File: src/rtl/gyro_demod_pkg.sv
// Shared definitions for the gyro error demodulator.
// Holds the FSM state encoding, the default widths, and the minimum half-period length.
package gyro_demod_pkg;

  localparam int ADC_BIT_DEF = 14;
  localparam int AVG_MAX_DEF = 15;
  localparam int ACC_W       = ADC_BIT_DEF + AVG_MAX_DEF + 1;
  localparam int FREQ_MIN    = 2;

  typedef enum logic [2:0] {
    ST_IDLE = 3'd0,
    ST_HIGH = 3'd1,
    ST_LOW  = 3'd2
  } state_t;

endpackage

File: src/rtl/demod_window_gen.sv
// Modulation timing for the gyro error demodulator.
// Runs the IDLE/HIGH/LOW half-period FSM and the half-period counter, and drives the
// registered modulation bit. It latches the period parameters at each HIGH entry.
// Flags it decodes:
//   in_window  - the counter is inside the post-settling accumulation window
//   last_cycle - final clock of the current half
//   enter_*    - the next clock starts a new half
// Ports:
//   i_clk, i_rst              clock, synchronous active-high reset
//   i_en                      run enable (0 forces IDLE)
//   i_freq/i_wait_cnt         half-period length / settling skip, latched at HIGH entry
//   i_avg_sel/i_polarity      window log2 length / error sign, latched at HIGH entry
//   o_state                   current FSM state
//   o_mod                     modulation bit, 1 during HIGH
//   o_in_window, o_last_cycle decoded counter flags for the current clock
//   o_enter_high, o_enter_low next clock begins a HIGH / LOW half
//   o_avg_sel_l, o_polarity_l latched parameters of the running period
module demod_window_gen
  import gyro_demod_pkg::*;
#(
  parameter int AVG_MAX = AVG_MAX_DEF
) (
  input  logic        i_clk,
  input  logic        i_rst,
  input  logic        i_en,
  input  logic [31:0] i_freq,
  input  logic [31:0] i_wait_cnt,
  input  logic [3:0]  i_avg_sel,
  input  logic        i_polarity,
  output state_t      o_state,
  output logic        o_mod,
  output logic        o_in_window,
  output logic        o_last_cycle,
  output logic        o_enter_high,
  output logic        o_enter_low,
  output logic [3:0]  o_avg_sel_l,
  output logic        o_polarity_l
);

  state_t      state_q, state_d;
  logic [31:0] cnt_q, cnt_d;
  logic        mod_q, mod_d;
  logic [31:0] freq_l_q, freq_l_d;
  logic [31:0] wait_l_q, wait_l_d;
  logic [3:0]  avg_l_q, avg_l_d;
  logic        pol_l_q, pol_l_d;
  logic        latch;
  logic        last;
  logic [32:0] win_end;

  // Window end is computed one bit wider so a huge settling count cannot wrap.
  assign win_end = {1'b0, wait_l_q} + (33'd1 << avg_l_q);
  assign last    = (state_q != ST_IDLE) && (cnt_q == freq_l_q - 32'd1);

  always_comb begin
    state_d = state_q;
    cnt_d   = cnt_q;
    latch   = 1'b0;
    case (state_q)
      ST_IDLE: begin
        if (i_en) begin
          state_d = ST_HIGH;
          cnt_d   = '0;
          latch   = 1'b1;
        end
      end
      ST_HIGH: begin
        if (last) begin
          state_d = ST_LOW;
          cnt_d   = '0;
        end else begin
          cnt_d = cnt_q + 32'd1;
        end
      end
      ST_LOW: begin
        // Back-to-back periods: relatch parameters on the same edge that re-enters HIGH.
        if (last) begin
          state_d = ST_HIGH;
          cnt_d   = '0;
          latch   = 1'b1;
        end else begin
          cnt_d = cnt_q + 32'd1;
        end
      end
      default: begin
        state_d = ST_IDLE;
        cnt_d   = '0;
      end
    endcase
    if (!i_en) begin
      state_d = ST_IDLE;
      cnt_d   = '0;
      latch   = 1'b0;
    end

    freq_l_d = freq_l_q;
    wait_l_d = wait_l_q;
    avg_l_d  = avg_l_q;
    pol_l_d  = pol_l_q;
    if (latch) begin
      freq_l_d = (i_freq < 32'(FREQ_MIN)) ? 32'(FREQ_MIN) : i_freq;
      wait_l_d = i_wait_cnt;
      avg_l_d  = (i_avg_sel > 4'(AVG_MAX)) ? 4'(AVG_MAX) : i_avg_sel;
      pol_l_d  = i_polarity;
    end

    mod_d = (state_d == ST_HIGH);
  end

  always_ff @(posedge i_clk) begin
    if (i_rst) begin
      state_q  <= ST_IDLE;
      cnt_q    <= '0;
      mod_q    <= 1'b0;
      freq_l_q <= 32'(FREQ_MIN);
      wait_l_q <= '0;
      avg_l_q  <= '0;
      pol_l_q  <= 1'b0;
    end else begin
      state_q  <= state_d;
      cnt_q    <= cnt_d;
      mod_q    <= mod_d;
      freq_l_q <= freq_l_d;
      wait_l_q <= wait_l_d;
      avg_l_q  <= avg_l_d;
      pol_l_q  <= pol_l_d;
    end
  end

  assign o_state      = state_q;
  assign o_mod        = mod_q;
  assign o_last_cycle = last;
  assign o_in_window  = (state_q != ST_IDLE) && (cnt_q >= wait_l_q) &&
                        ({1'b0, cnt_q} < win_end);
  assign o_enter_high = (state_d == ST_HIGH) && (state_q != ST_HIGH);
  assign o_enter_low  = (state_d == ST_LOW) && (state_q != ST_LOW);
  assign o_avg_sel_l  = avg_l_q;
  assign o_polarity_l = pol_l_q;

endmodule

File: src/rtl/gyro_err_demod.sv
// Closed-loop gyro error demodulator.
// Generates the square-wave bias modulation. It sums ADC samples inside each half's
// settling-skipped window. Once per modulation period it emits
// (sum_high - sum_low) >>> avg_sel, optionally negated, minus an offset, together
// with a one-clock valid strobe.
// Ports:
//   i_clk, i_rst   clock, synchronous active-high reset
//   i_en           demodulation enable
//   i_adc          signed ADC sample
//   i_freq         half-period length in clocks (values below 2 act as 2)
//   i_wait_cnt     settling clocks skipped at the start of each half
//   i_avg_sel      log2 of the accumulation window length
//   i_polarity     1 negates the error
//   i_err_offset   signed offset subtracted from the error at compute time
//   o_mod          modulation bit (1 = high half)
//   o_err          signed error, held between updates
//   o_err_valid    one-clock strobe per completed period
//   o_cstate       FSM state for debug
module gyro_err_demod
  import gyro_demod_pkg::*;
#(
  parameter int ADC_BIT = ADC_BIT_DEF,
  parameter int AVG_MAX = AVG_MAX_DEF
) (
  input  logic                      i_clk,
  input  logic                      i_rst,
  input  logic                      i_en,
  input  logic signed [ADC_BIT-1:0] i_adc,
  input  logic [31:0]               i_freq,
  input  logic [31:0]               i_wait_cnt,
  input  logic [3:0]                i_avg_sel,
  input  logic                      i_polarity,
  input  logic signed [31:0]        i_err_offset,
  output logic                      o_mod,
  output logic signed [31:0]        o_err,
  output logic                      o_err_valid,
  output logic [2:0]                o_cstate
);

  localparam int ACC_WID = ADC_BIT + AVG_MAX + 1;

  state_t     win_state;
  logic       in_window, last_cycle, enter_high, enter_low, pol_l;
  logic [3:0] avg_l;

  demod_window_gen #(
    .AVG_MAX (AVG_MAX)
  ) u_win (
    .i_clk        (i_clk),
    .i_rst        (i_rst),
    .i_en         (i_en),
    .i_freq       (i_freq),
    .i_wait_cnt   (i_wait_cnt),
    .i_avg_sel    (i_avg_sel),
    .i_polarity   (i_polarity),
    .o_state      (win_state),
    .o_mod        (o_mod),
    .o_in_window  (in_window),
    .o_last_cycle (last_cycle),
    .o_enter_high (enter_high),
    .o_enter_low  (enter_low),
    .o_avg_sel_l  (avg_l),
    .o_polarity_l (pol_l)
  );

  // Sign-extend (or wrap) an accumulator-width value into the 32-bit error word.
  function automatic logic signed [31:0] to_err32(input logic signed [ACC_WID-1:0] x);
    logic signed [ACC_WID+31:0] wide;
    wide = {{32{x[ACC_WID-1]}}, x};
    return wide[31:0];
  endfunction

  logic signed [ACC_WID-1:0] adc_ext;
  logic signed [ACC_WID-1:0] acc_h_q, acc_h_d, acc_l_q, acc_l_d;
  logic signed [ACC_WID-1:0] snap_h_q, snap_h_d, snap_l_q, snap_l_d;
  logic [3:0]                snap_avg_q, snap_avg_d;
  logic                      snap_pol_q, snap_pol_d;
  logic                      compute_q, compute_d;
  logic signed [31:0]        err_q, err_d;
  logic                      err_vld_q, err_vld_d;
  logic                      take;
  logic signed [ACC_WID-1:0] diff, shifted;
  logic signed [31:0]        e;

  assign adc_ext = {{(ACC_WID-ADC_BIT){i_adc[ADC_BIT-1]}}, i_adc};
  assign take    = (win_state == ST_LOW) && last_cycle && i_en;

  always_comb begin
    // Accumulate stage: per-half window sums
    acc_h_d = acc_h_q;
    acc_l_d = acc_l_q;
    if ((win_state == ST_HIGH) && in_window) acc_h_d = acc_h_q + adc_ext;
    if ((win_state == ST_LOW) && in_window)  acc_l_d = acc_l_q + adc_ext;
    if (enter_high || !i_en) acc_h_d = '0;
    if (enter_low || !i_en)  acc_l_d = '0;

    // Snapshot stage: the final LOW sample is folded in directly, and the averaging
    // shift and polarity are kept with the sums because the live copies are
    // relatched for the next period on this same edge.
    snap_h_d   = snap_h_q;
    snap_l_d   = snap_l_q;
    snap_avg_d = snap_avg_q;
    snap_pol_d = snap_pol_q;
    compute_d  = take;
    if (take) begin
      snap_h_d   = acc_h_q;
      snap_l_d   = in_window ? (acc_l_q + adc_ext) : acc_l_q;
      snap_avg_d = avg_l;
      snap_pol_d = pol_l;
    end

    // Compute stage: difference, average, sign, offset
    diff    = snap_h_q - snap_l_q;
    shifted = diff >>> snap_avg_q;
    e       = to_err32(shifted);
    if (snap_pol_q) e = -e;
    err_d     = compute_q ? (e - i_err_offset) : err_q;
    err_vld_d = compute_q;
  end

  always_ff @(posedge i_clk) begin
    if (i_rst) begin
      acc_h_q    <= '0;
      acc_l_q    <= '0;
      snap_h_q   <= '0;
      snap_l_q   <= '0;
      snap_avg_q <= '0;
      snap_pol_q <= 1'b0;
      compute_q  <= 1'b0;
      err_q      <= '0;
      err_vld_q  <= 1'b0;
    end else begin
      acc_h_q    <= acc_h_d;
      acc_l_q    <= acc_l_d;
      snap_h_q   <= snap_h_d;
      snap_l_q   <= snap_l_d;
      snap_avg_q <= snap_avg_d;
      snap_pol_q <= snap_pol_d;
      compute_q  <= compute_d;
      err_q      <= err_d;
      err_vld_q  <= err_vld_d;
    end
  end

  assign o_err       = err_q;
  assign o_err_valid = err_vld_q;
  assign o_cstate    = win_state;

endmodule

File: config.mk
export PLATFORM = sky130hd
export DESIGN_NAME = gyro_err_demod
export DESIGN_NICKNAME = d
export VERILOG_FILES = /design/src/rtl/gyro_demod_pkg.sv /design/src/rtl/demod_window_gen.sv /design/src/rtl/gyro_err_demod.sv
export SDC_FILE = /design/constraint.sdc
export NUM_CORES = 1
export LEC_CHECK = 0
export BUFFER_PORTS_ARGS = -buffer_cell sky130_fd_sc_hd__buf_2
export CAP_MARGIN = 10
export CORE_UTILIZATION = 48
export CTS_CLUSTER_SIZE = 10
export DETAILED_ROUTE_END_ITERATION = 8
export GPL_TIMING_DRIVEN = 0
export PLACE_DENSITY = 0.73
export SLEW_MARGIN = 20
export SYNTH_ARGS = -nofsm -noshare
export SYNTH_HDL_FRONTEND = slang
export SYNTH_HIERARCHICAL = 1
export SYNTH_SLANG_ARGS = --single-unit
File: constraint.sdc
create_clock -name i_clk -period 20.6 [get_ports i_clk]
set_clock_uncertainty 0.2 [all_clocks]
set_input_delay 2.06 -clock i_clk [delete_from_list [all_inputs] [get_ports i_clk]]
set_output_delay 2.06 -clock i_clk [all_outputs]
set_load 0.01 [all_outputs]
After elaboration in Yosys (flattened, before gate mapping) --
Cells that the tools add are included.
Operators by class: magnitude comparators 4, multiplexer cells 11, equality and inequality tests 7, $mul 0, shift operators 2, reduce and logical (&&, ||, !) cells 18, $add $sub $neg 8, divide/modulo/power cells 0, bitwise logic cells 2
Operators with widths (count):
- two-way mux 32 bit | 2
- adder 30 x 14 -> 30 bit | 2
- adder 32 x 33 -> 33 bit | 1
- less-than comparator 32 x 33 -> 1 bit | 1
- left shift 1 x 4 -> 33 bit, first input constant | 1
- adder 32 x 1 -> 32 bit, second input constant | 1
- == test 32 bit | 1
- >= comparator 32 bit | 1
- less-than comparator 32 x 2 -> 1 bit, second input constant | 1
- negator 30 -> 32 bit | 1
- subtractor 32 x 1 -> 32 bit, second input constant | 1
- subtractor 32 bit | 1
- two-way mux 30 bit | 1
- >>> shifter 30 x 4 -> 30 bit | 1
- subtractor 30 bit | 1
- logical AND 1 bit | 9
- two-way mux 3 bit | 3
- case mux 3 bit (3 select lines) | 1
- == test 3 x 1 -> 1 bit, second input constant | 2
- == test 3 x 2 -> 1 bit, second input constant | 2
- OR reduction 2 bit | 3
- greater-than comparator 4 bit, second input constant | 1
- two-way mux 4 bit | 1
- OR reduction 4 bit | 1
- other kinds (9) | 12
Word-level totals: ROM bits 0, input bits 118, memories kept 0, latch bits 0, bits in writable memories 0, register bits 264

Depth between registers and ports, before layout --
depth after elaboration 10, depth in mapped cells 35, gate-level depth less buffers 34

By module --
The synthesis kept the hierarchy.
By module, submodules not included:
- gyro_err_demod | area an instance 14805.4 µm², seq. area each 3183.1 µm², cells each 1999, instances 1
- demod_window_gen | area an instance 8633.3 µm², seq. area each 2102.0 µm², cells each 1029, instances 1

Least setup slack after synthesis --
OpenSTA, ideal clock, no wires.
kind reg-to-reg, from reg snap_l_q[4], to reg err_q[31] (netlist: o_err[31]), stages on the path, launching flop included 34, arrival 6.979 ns, path buffers 3, slack 13.335 ns, cells stage by stage dfxtp_1 inv_1 ha_1 buf_6 a21o_1 and2_1 buf_6 o31a_1 o31ai_2 xnor2_1 mux4_2 o221ai_2 and2_1 ha_1 inv_1 a211o_1 or3_4 or4b_1 buf_2 o21ai_0 xnor2_1 ha_1 nor3_1 nor2_1 a211oi_1 a211oi_1 o31ai_1 a21oi_1 or2_2 nand4_1 nand4b_1 a21oi_1 xor3_1 a211oi_1
Between the ends: longest elaborated chain between the ends 5
RTL lines:
- start: declaration | RTL line gyro_err_demod.sv:75 | logic signed [ACC_WID-1:0] snap_h_q, snap_h_d, snap_l_q, snap_l_d;
- start signal: assignment | RTL line gyro_err_demod.sv:136 | snap_l_q <= snap_l_d;
- subtractor 30 bit (*) | RTL line gyro_err_demod.sv:113 | diff = snap_h_q - snap_l_q;
- >>> shifter 30 x 4 -> 30 bit (*) | RTL line gyro_err_demod.sv:114 | shifted = diff >>> snap_avg_q;
- negator 30 -> 32 bit | RTL line gyro_err_demod.sv:116 | if (snap_pol_q) e = -e;
- two-way mux 32 bit (*) | RTL line gyro_err_demod.sv:116
- subtractor 32 bit (*) | RTL line gyro_err_demod.sv:117 | err_d = compute_q ? (e - i_err_offset) : err_q;
- end signal: assignment | RTL line gyro_err_demod.sv:140 | err_q <= err_d;
- end: declaration | RTL line gyro_err_demod.sv:79 | logic signed [31:0] err_q, err_d;
Every way passes the cells marked *; elsewhere a longest branch is shown, timed or not. A chain may end at the register's enable or synchronous reset.

Worst setup path after layout --
from reg snap_h_q[0], to reg err_q[31] (netlist: o_err[31])
Between the ends: longest elaborated chain between the ends 5
RTL lines:
- start: declaration | RTL line gyro_err_demod.sv:75
- start signal: assignment | RTL line gyro_err_demod.sv:135 | snap_h_q <= snap_h_d;
- subtractor 30 bit (*) | RTL line gyro_err_demod.sv:113
- >>> shifter 30 x 4 -> 30 bit (*) | RTL line gyro_err_demod.sv:114
- negator 30 -> 32 bit | RTL line gyro_err_demod.sv:116
- two-way mux 32 bit (*) | RTL line gyro_err_demod.sv:116
- subtractor 32 bit (*) | RTL line gyro_err_demod.sv:117
Marks and branches as above.

==> reports/results.ini <==
[synthesis]
yosys_register_bits = 264
synthArstFlopShare = 0
synth_area_leaders = dfxtp_1 23%, ha_1 11%, mux2i_1 5.8%, xnor2_1 5.6%, a21oi_1 5.1%
yosys.cell_types.count = 92
yosysWarnings = 6
mappedNetlistArea_um2 = 23400
syn-num-nets = 3351
ys_dominant_reg_cell = dfxtp_1
synthCells = 3028
synth_top_cell_by_area = dfxtp_1
synth_enable_flop_cells = 0
ys_seq_area_frac = 0.225
synthMuxAreaShare = 0.0658
yosysMostFrequentCell = nand2_1
synth-simple-area-share = 0.238
synth_xor_area_frac = 0.0832
synth_top_family_by_area = simple AND/OR/NAND/NOR gates
synth.avg_cell_area_um2 = 7.74
ys_top_cells_by_count = 302 x nand2_1, 264 x dfxtp_1, 255 x nor2_1, 241 x a21oi_1, 200 x ha_1
yosysTopAreaCellShare = 0.225
synth_compound_area_frac = 0.221
synth-adder-area-share = 0.111

[drt]
wire_per_inst_um = 18.0
first_pass_iters = 5
routed-via-count = 22440
dr.first_iter.drc_count = 1633
routed_wirelength_mm = 69.0
viasPerCell = 5.85
antenna_left = 0
drc = 0

[global_routing]
gr-total-overflow = 0
grt_pass1_vias = 20860
antenna_found_initial = 0
grt_usage = 0.272
grt_pass1_wl_mm = 111
grt_max_degree = 34

[cts]
cts_sinks = 264
cts_buffers = 31
insertion_delay_ns = 0.60
cts_max_path_buffers = 3
h-tree-depth = 1
postCtsSetupBuffers = 0
cts_root_buffer = clkbuf_16
post_cts_resized = 0
cts_tree = built
path_clk_slew_ns = 0.07
cts_hold_buf = 0

[setup_path]
reg2reg_depth = 32
cp_num_buf_inv = 3
r2r_setup_slack_ns = 12.30
crit_arrival_ns = 8.60
endpoint_kind = register
crit_fanout = 7
startpoint_type = register
r2r_end = o_err[31]
cp_slowest_cell = mux4_2
reg2reg_from = snap_h_q[0]
worstPathRequired_ns = 20.91
slowest_delay_ns = 0.55
worstSetupPathType = register to register
timing.critical_path.max_delay_family = compound AO/OA/AOI/OAI gates

[placed_design]
hpwl_mm = 55.4
portBuffers = 154
dp_slack_ns = 12.42
placed_area_um2 = 25000
place_congestion = 1.01

[power]
powerDensity_nw_per_um2 = 45.7
cellLeakagePower_nw = 10.7
vdd_drop_max_v = 0.0000683
p_total_mw = 1.18

[floorplan]
core_um2 = 47900
start_util = 0.489
design.die.area_um2 = 49700
die_h_um = 223
row_count = 80
ioPinCount = 155
die_x_um = 223

[min_path]
hp-class = register to register
hold_end = snap_h_q[7]
hold_path_depth = 2
min-delay-start = snap_h_q[7]

[cells_and_area]
nets = 3538
final_area_um2 = 25800
drive_gt1_frac = 0.0832
area.growth.synth_to_final_pct = 10.3
antennaDiodeCount = 0
fill_cells = 4572

[timing]
finalSetupViolCount = 0
finalSetupTns_ns = 0
rsz0062_at_grt = false
period_needed_ns = 8.30
timing.final.ws_setup_ns = 12.30
timing.final.crit_share = 0.403
drv_slew = 0
hold_violations = 0
slew_headroom = 0.209
worst_pin_slew_ns = 1.18
fmax_ghz = 0.121

[job]
cap_violations = 0

[run_status]
outcome = completed

-- report_power, final --
group          internal [mW]  switching (mW)  leakage [nW]  total (mW)
sequential             0.518          0.0114          2.13       0.529
clock                  0.287           0.217         0.425       0.503
combinational         0.0642          0.0841          8.13       0.148
-- stage by stage --
step / util / std cells / hold WS (ns)
finish: 0.539 / 3838 / 0.258
global route: 0.539 / 3838 / 0.282
CTS: 0.539 / 3838 / 0.259
detailed placement: 0.521 / 3797 / 0.251
global placement: 0.521 / 3797 / 0.250
floorplan: - / 3028 / 0.232
-- flip-flops by register name, indices dropped and copies added (netlist names), 30 cells and up --
signal	cells
u_win/wait_l_q	32
u_win/freq_l_q	32
u_win/cnt_q	32
acc_l_q	30
snap_l_q	30
acc_h_q	30
snap_h_q	30
o_err	32
-- how the worst max path moves through the flow --
| stage | start | cells after the start | slack, ns | to |
|---|---|---|---|---|
| after floorplan | snap_l_q[4] | 33 | 13.34 | o_err[31] |
| after global placement | snap_h_q[0] | 32 | 12.51 | o_err[31] |
| after detailed placement | snap_h_q[0] | 32 | 12.42 | o_err[31] |
| after CTS | snap_h_q[0] | 32 | 12.35 | o_err[31] |
| after global routing | snap_h_q[0] | 30 | 11.68 | o_err[31] |
| final | snap_h_q[0] | 32 | 12.30 | o_err[31] |
-- layout make-up --
| class | count | area [µm²] | area share |
|---|---|---|---|
| well taps | 615 | 769 | 0.0298 |
| multi-input cells | 2461 | 16900 | 0.652 |
| plain buffers | 148 | 716 | 0.0277 |
| clock buffers | 38 | 822 | 0.0318 |
| repair buffers | 154 | 771 | 0.0298 |
| clock inverters | 3 | 43.8 | 0.00169 |
| flip-flops and latches | 264 | 5290 | 0.204 |
| inverters | 155 | 582 | 0.0225 |
-- metal layers --
metal / global-route usage / vias to the layer above / part of all wire
li1: - / 11248 / -
met4: 0.0981 / 0 / 0.034
met3: 0.0315 / 134 / 0.060
met2: 0.430 / 748 / 0.43
met5: 0 / - / 0
met1: 0.379 / 10310 / 0.47
-- cell families (layout without fill, tap and decap cells) --
family / after synthesis / in the layout
adder cells (fa/ha/maj): 205 / 205
buffers and inverters: 303 / 498
AO/OA/AOI/OAI: 774 / 774
multiplexers: 144 / 144
other: 1 / 1
flip-flops: 264 / 264
AND/OR/NAND/NOR: 1116 / 1116
XOR/XNOR: 221 / 221
-- layout by cell type, fill, tap and decap left out, drive strengths merged, types with 22 or more instances in the layout --
master,count
ha,200
and2,22
dfxtp,264
o211ai,28
xor2,69
or3,27
nand2b,180
nor2,255
nand3,66
clkbuf,156
a21o,73
inv,156
nor2b,35
a31oi,25
and3,32
xnor2,151
nor4,34
buf,184
o21a,30
nand2,302
a211oi,62
o21ai,112
a21oi,241
nor3,63
mux2i,136
nand4,33
-- tightest hold or removal path, delay by kind of cell (launching register included) --
family             cells  cell delay [ns]
AOI/OAI and AO/OA      1             0.05
and+or+nand+nor        1             0.05
DFF                    1             0.31
(Power assumes the default switching activity.)
